--- src/rtl/pong_pkg.sv ---
// Shared definitions for the pong match controller: state encoding, BCD digit
// width and default frame counts.
package pong_pkg;

  typedef enum logic [2:0] {
    ST_IDLE  = 3'd0,
    ST_SERVE = 3'd1,
    ST_PLAY  = 3'd2,
    ST_MISS  = 3'd3,
    ST_OVER  = 3'd4
  } state_e;

  localparam int BCD_W            = 4;
  localparam int SERVE_FRAMES_DEF = 60;
  localparam int MISS_FRAMES_DEF  = 63;

  function automatic int max_i(input int a, input int b);
    return (a > b) ? a : b;
  endfunction

endpackage

--- src/rtl/bcd_counter4.sv ---
// Four-digit BCD score counter: increment with digit carry, synchronous clear,
// and saturation at 9999.
module bcd_counter4
  import pong_pkg::*;
(
  input  logic                 clk,
  input  logic                 rst_n,
  input  logic                 clr_i,
  input  logic                 inc_i,
  output logic [4*BCD_W-1:0]   cnt_o
);

  localparam logic [4*BCD_W-1:0] BCD_MAX = 16'h9999;

  logic [4*BCD_W-1:0] cnt_q, cnt_d;

  function automatic logic [4*BCD_W-1:0] bcd_inc(input logic [4*BCD_W-1:0] v);
    logic [4*BCD_W-1:0] r;
    logic               carry;
    r     = v;
    carry = 1'b1;
    if (v == BCD_MAX) return v;
    for (int i = 0; i < 4; i++) begin
      if (carry) begin
        if (r[i*BCD_W +: BCD_W] == 4'd9) begin
          r[i*BCD_W +: BCD_W] = 4'd0;
        end else begin
          r[i*BCD_W +: BCD_W] = r[i*BCD_W +: BCD_W] + 4'd1;
          carry = 1'b0;
        end
      end
    end
    return r;
  endfunction

  always_comb begin
    cnt_d = cnt_q;
    if (clr_i)      cnt_d = '0;
    else if (inc_i) cnt_d = bcd_inc(cnt_q);
  end

  always_ff @(posedge clk or negedge rst_n) begin
    if (!rst_n) cnt_q <= '0;
    else        cnt_q <= cnt_d;
  end

  assign cnt_o = cnt_q;

endmodule

--- src/rtl/pong_match_ctrl.sv ---
// Match sequencer for the pong datapath: serve/play/miss/over flow, ball gating,
// lives count and BCD score.
module pong_match_ctrl
  import pong_pkg::*;
#(
  parameter int LIVES        = 3,
  parameter int SERVE_FRAMES = SERVE_FRAMES_DEF,
  parameter int MISS_FRAMES  = MISS_FRAMES_DEF,
  parameter int SYNC_STAGES  = 2
) (
  input  logic        clk25,
  input  logic        reset,
  input  logic        frame_tick,
  input  logic        start_btn,
  input  logic        paddle_hit,
  input  logic        ball_miss,
  output logic        ball_run,
  output logic        ball_reset,
  output logic        miss_flash,
  output logic        game_over,
  output logic [1:0]  lives,
  output logic [15:0] score_bcd,
  output logic [2:0]  state_out
);

  localparam int CNT_W = max_i(6, $clog2(max_i(SERVE_FRAMES, MISS_FRAMES) + 1));
  localparam logic [CNT_W-1:0] SERVE_LAST = CNT_W'(SERVE_FRAMES - 1);
  localparam logic [CNT_W-1:0] MISS_LAST  = CNT_W'(MISS_FRAMES - 1);
  localparam logic [1:0]       LIVES_INIT = 2'(LIVES);

  logic [SYNC_STAGES-1:0] sync_q;
  logic                   btn_prev_q;
  logic                   start_pulse;

  state_e           state_q, state_d;
  logic [CNT_W-1:0] cnt_q, cnt_d;
  logic [1:0]       lives_q, lives_d;
  logic             ball_run_q, ball_reset_q, miss_flash_q, game_over_q;
  logic             restart, reload;
  logic             score_inc;

  // Two-flop synchronizer, then rising edge so a held button starts only once.
  always_ff @(posedge clk25 or negedge reset) begin
    if (!reset) begin
      sync_q     <= '0;
      btn_prev_q <= 1'b0;
    end else begin
      sync_q     <= {sync_q[SYNC_STAGES-2:0], start_btn};
      btn_prev_q <= sync_q[SYNC_STAGES-1];
    end
  end

  assign start_pulse = sync_q[SYNC_STAGES-1] & ~btn_prev_q;

  always_comb begin
    state_d = state_q;
    cnt_d   = cnt_q;
    lives_d = lives_q;
    restart = 1'b0;
    reload  = 1'b0;
    case (state_q)
      ST_IDLE: begin
        if (start_pulse) restart = 1'b1;
      end
      ST_SERVE: begin
        if (frame_tick) begin
          if (cnt_q == SERVE_LAST) begin
            state_d = ST_PLAY;
            cnt_d   = '0;
          end else begin
            cnt_d = cnt_q + CNT_W'(1);
          end
        end
      end
      ST_PLAY: begin
        if (ball_miss) begin
          state_d = ST_MISS;
          lives_d = lives_q - 2'd1;
          cnt_d   = '0;
        end
      end
      ST_MISS: begin
        if (frame_tick) begin
          if (cnt_q == MISS_LAST) begin
            cnt_d = '0;
            if (lives_q == 2'd0) begin
              state_d = ST_OVER;
            end else begin
              state_d = ST_SERVE;
              reload  = 1'b1;
            end
          end else begin
            cnt_d = cnt_q + CNT_W'(1);
          end
        end
      end
      ST_OVER: begin
        if (start_pulse) restart = 1'b1;
      end
      default: begin
        state_d = ST_IDLE;
        cnt_d   = '0;
      end
    endcase
    if (restart) begin
      state_d = ST_SERVE;
      lives_d = LIVES_INIT;
      cnt_d   = '0;
    end
  end

  assign score_inc = (state_q == ST_PLAY) && paddle_hit;

  // Outputs are decoded from the next state so they line up with state_q.
  always_ff @(posedge clk25 or negedge reset) begin
    if (!reset) begin
      state_q      <= ST_IDLE;
      cnt_q        <= '0;
      lives_q      <= LIVES_INIT;
      ball_run_q   <= 1'b0;
      ball_reset_q <= 1'b0;
      miss_flash_q <= 1'b0;
      game_over_q  <= 1'b0;
    end else begin
      state_q      <= state_d;
      cnt_q        <= cnt_d;
      lives_q      <= lives_d;
      ball_run_q   <= (state_d == ST_PLAY);
      ball_reset_q <= restart | reload;
      miss_flash_q <= (state_d == ST_MISS);
      game_over_q  <= (state_d == ST_OVER);
    end
  end

  bcd_counter4 u_score (
    .clk   (clk25),
    .rst_n (reset),
    .clr_i (restart),
    .inc_i (score_inc),
    .cnt_o (score_bcd)
  );

  assign ball_run   = ball_run_q;
  assign ball_reset = ball_reset_q;
  assign miss_flash = miss_flash_q;
  assign game_over  = game_over_q;
  assign lives      = lives_q;
  assign state_out  = state_q;

endmodule

--- config.mk ---
export PLATFORM = sky130hd
export DESIGN_NAME = pong_match_ctrl
export DESIGN_NICKNAME = d
export VERILOG_FILES = /design/src/rtl/pong_pkg.sv /design/src/rtl/bcd_counter4.sv /design/src/rtl/pong_match_ctrl.sv
export SDC_FILE = /design/constraint.sdc
export NUM_CORES = 1
export LEC_CHECK = 0
export ABC_AREA = 0
export CAP_MARGIN = 20
export CORE_UTILIZATION = 63
export DETAILED_ROUTE_END_ITERATION = 10
export DONT_BUFFER_PORTS = 1
export PLACE_DENSITY_LB_ADDON = 0.25
export SYNTH_ARGS = -nofsm -noshare
export SYNTH_HDL_FRONTEND = slang
export SYNTH_SLANG_ARGS = --single-unit
--- constraint.sdc ---
create_clock -name clk25 -period 4.4 [get_ports clk25]
set_input_delay 0.44 -clock clk25 [delete_from_list [all_inputs] [get_ports clk25]]
set_output_delay 0.44 -clock clk25 [all_outputs]
set_load 0.05 [all_outputs]
==> qor.yml <==
cells_and_area:
  nFillCells: 209
  layout.nets: 216
  mostFrequentLayoutCells: "dfrtp_1, nand2_1, a21oi_1"
  diodes: 0
  utilization: 0.7143
  area_delta_synth_final_pct: 4.328
  final_common_cell: "dfrtp_1"
  drive_above_1_share: 0.1050
  final_cells: 231
  finalInstanceArea_um2: 2021
power_and_ir_drop:
  seqPwrFrac: 0.615
  ir_worst_vdd_v: 0.0003638
  switchingPower_uw: 388.8
  pwr-share-comb: 0.206
  p_leak_nw: 0.8902
  p_clk_frac: 0.178
  p_per_area_nw_per_um2: 452.7
  sw_frac_of_total: 0.4250
  p_total_uw: 914.8
  internal-power_uw: 526.0
timing:
  setup_tns_ns: 0
  fin_ws_ns: 2.097
  max-slew-margin-rel: 0.4528
  finalCritPeriodShare: 0.5235
  setup_viol: 0
  fin_hold_ws_ns: 0.1310
  rsz0062_at_grt: "no"
  min_period_ns: 2.303
  skew_ns: 0.01377
  max_slew.worst_pin.slew_ns: 0.8208
  hold_viol_final: 0
  fmax_mhz: 434.2
  slew_viol_final: 0
critical_path:
  reg2reg_depth: 5
  reg2reg_from: "u_score.cnt_o[0]"
  required_ns: 4.66
  critPathArrivalTime_ns: 2.56
  rr_endpoint: "u_score.cnt_o[10]"
  cp-end-kind: "register"
  crit_type: "reg -> reg"
  cp-start-kind: "register"
  critPathMaxFanout: 8
  regToRegSetupSlack_ns: 2.10
global_route:
  antenna_found_initial: 0
  grt_usage: 0.2700
  grt_overflow: 0
  grt_pass1_vias: 1456
  grt_first_pass_wirelength_mm: 6.568
  grt_max_degree: 35
synthesis:
  synth-simple-area-share: 0.2752
  synthArstFlopShare: 1.000
  synth_mux_area_frac: 0.01550
  synth_compound_area_frac: 0.1531
  ys_warn_count: 0
  syn_inst: 196
  avgSynthCellArea_um2: 9.882
  synth_adder_area_share: 0.07106
  synth_top_family_by_area: "simple AND/OR/NAND/NOR gates"
  ys.flop_type: "dfrtp_1"
  ys_ff_latch: 34
  seq_area_frac_synth: 0.4406
  syn_nets: 213
  synth.distinct_cells: 48
  synth_xor_area_frac: 0.004522
  netlist_area_um2: 1937
  synth-edff-count: 0
cts:
  clk_latency_ns: 0.34
  cts_made_buffers: 5
  cts_hold_buf: 2
  clock_path_buffers: 2
  cts_root_buf: "clkbuf_4"
  postCtsResizedCells: 0
  htree_levels: 2
  post_cts_buffers: 0
  cts_tree: "done"
  clkTransAtPathRegs_ns: 0.11
  numClockSinks: 34
placement:
  port_buffers: 0
  pre_cts_ws_ns: 2.155
  place_area_um2: 1939
  place_inst: 221
  hpwl_mm: 2.815
  place_congestion: 0.8803
min_path:
  hold_start: "start_btn"
  hold_end: "sync_q[0]"
  min_path_cells: 0
  hp-class: "in -> reg"
status:
  outcome: "finished, violations left"
  violations: "DRC"
drt:
  vias: 1517
  wirelength_mm: 3.837
  routedWlPerCell_um: 16.61
  route.detailed.drc: 3
  vias_per_cell: 6.567
  first_pass_iters: 7
  drt_iter0_drc: 154
  ant_nets: 0
floorplanning:
  dieHeight_um: 57.45
  core_area_um2: 2829
  ios: 31
  fp.dieW_um: 57.45
  row_count: 19
  initial_core_util: 0.6847
  die_area_um2: 3300
job:
  maxCapViolCount: 0
-- critical path, cell delays in order (launching register included) --
cell and delay [ns]:
dfrtp_1 0.74, ha_1 0.27, and3b_1 0.36, o2111ai_4 0.21
or4_1 0.46, a21oi_1 0.18
-- flip-flops by register name (all words and copies together) (netlist names), 2 cells and up --
name           flops
lives              2
sync_q             2
u_score.cnt_o     16
state_out          3
cnt_q              6
-- worst max path at each step --
| stage | start | endpoint | slack, ns | cells after the start |
|---|---|---|---|---|
| after CTS | u_score.cnt_o[0] | u_score.cnt_o[10] | 2.11 | 5 |
| after detailed placement | u_score.cnt_o[0] | u_score.cnt_o[10] | 2.15 | 5 |
| after floorplan | u_score.cnt_o[0] | u_score.cnt_o[10] | 2.42 | 6 |
| after global routing | u_score.cnt_o[0] | u_score.cnt_o[10] | 1.93 | 5 |
| after global placement | state_out[0] | miss_flash | 2.01 | 3 |
| final | u_score.cnt_o[0] | u_score.cnt_o[10] | 2.10 | 5 |
-- power groups by stage --
stage	clock network (mW)	logic [mW]	registers [mW]
final	0.163	0.189	0.563
after detailed placement	0	0.182	0.569
after global placement	0	0.170	0.564
after global routing	0.183	0.221	0.572
after floorplan	0	0.174	0.538
after CTS	0.169	0.191	0.562
-- routing by layer --
metal	up-vias	GRT usage	wire [µm]
met5	-	0	0
met3	6	0.07937	215
met4	0	0.1150	69
li1	725	-	-
met1	736	0.3153	1547
met2	50	0.4618	2005
-- cell usage after synthesis, types with 3 or more instances --
cell type,instances,area share
o21ai_0,7,0.018
mux2i_1,3,0.016
nand2_1,21,0.041
nor3b_1,3,0.012
a21oi_1,13,0.034
ha_1,11,0.071
or3_1,8,0.026
a31oi_1,3,0.0097
nand2b_1,5,0.016
and3b_1,3,0.014
nor2_1,7,0.014
nor3_1,6,0.016
nand4_1,3,0.0097
inv_1,9,0.017
dfrtp_1,32,0.41
nand3b_1,3,0.012
o211ai_1,3,0.012
nand3_1,11,0.028
clkbuf_1,3,0.0058
o21ai_1,5,0.013
-- final cells by class --
cell class	instances	area [µm²]	area share
multi-input cells	146	1006	0.4978
flip-flops and latches	34	853.3	0.4223
clock inverters	2	10.01	0.004954
repair buffers	3	37.54	0.01858
clock buffers	6	41.29	0.02043
inverters	9	33.78	0.01672
well taps	31	38.79	0.01920
-- logic make-up (layout without fill, tap and decap cells) --
logic type               count (synthesis)  count (layout)
AO/OA/AOI/OAI                           44              44
XOR/XNOR                                 1               1
adder cells (fa/ha/maj)                 11              11
buffers and inverters                   16              20
flip-flops                              34              34
multiplexers                             3               3
AND/OR/NAND/NOR                         87              87
No activity file was read; power rests on OpenSTA's default activity.
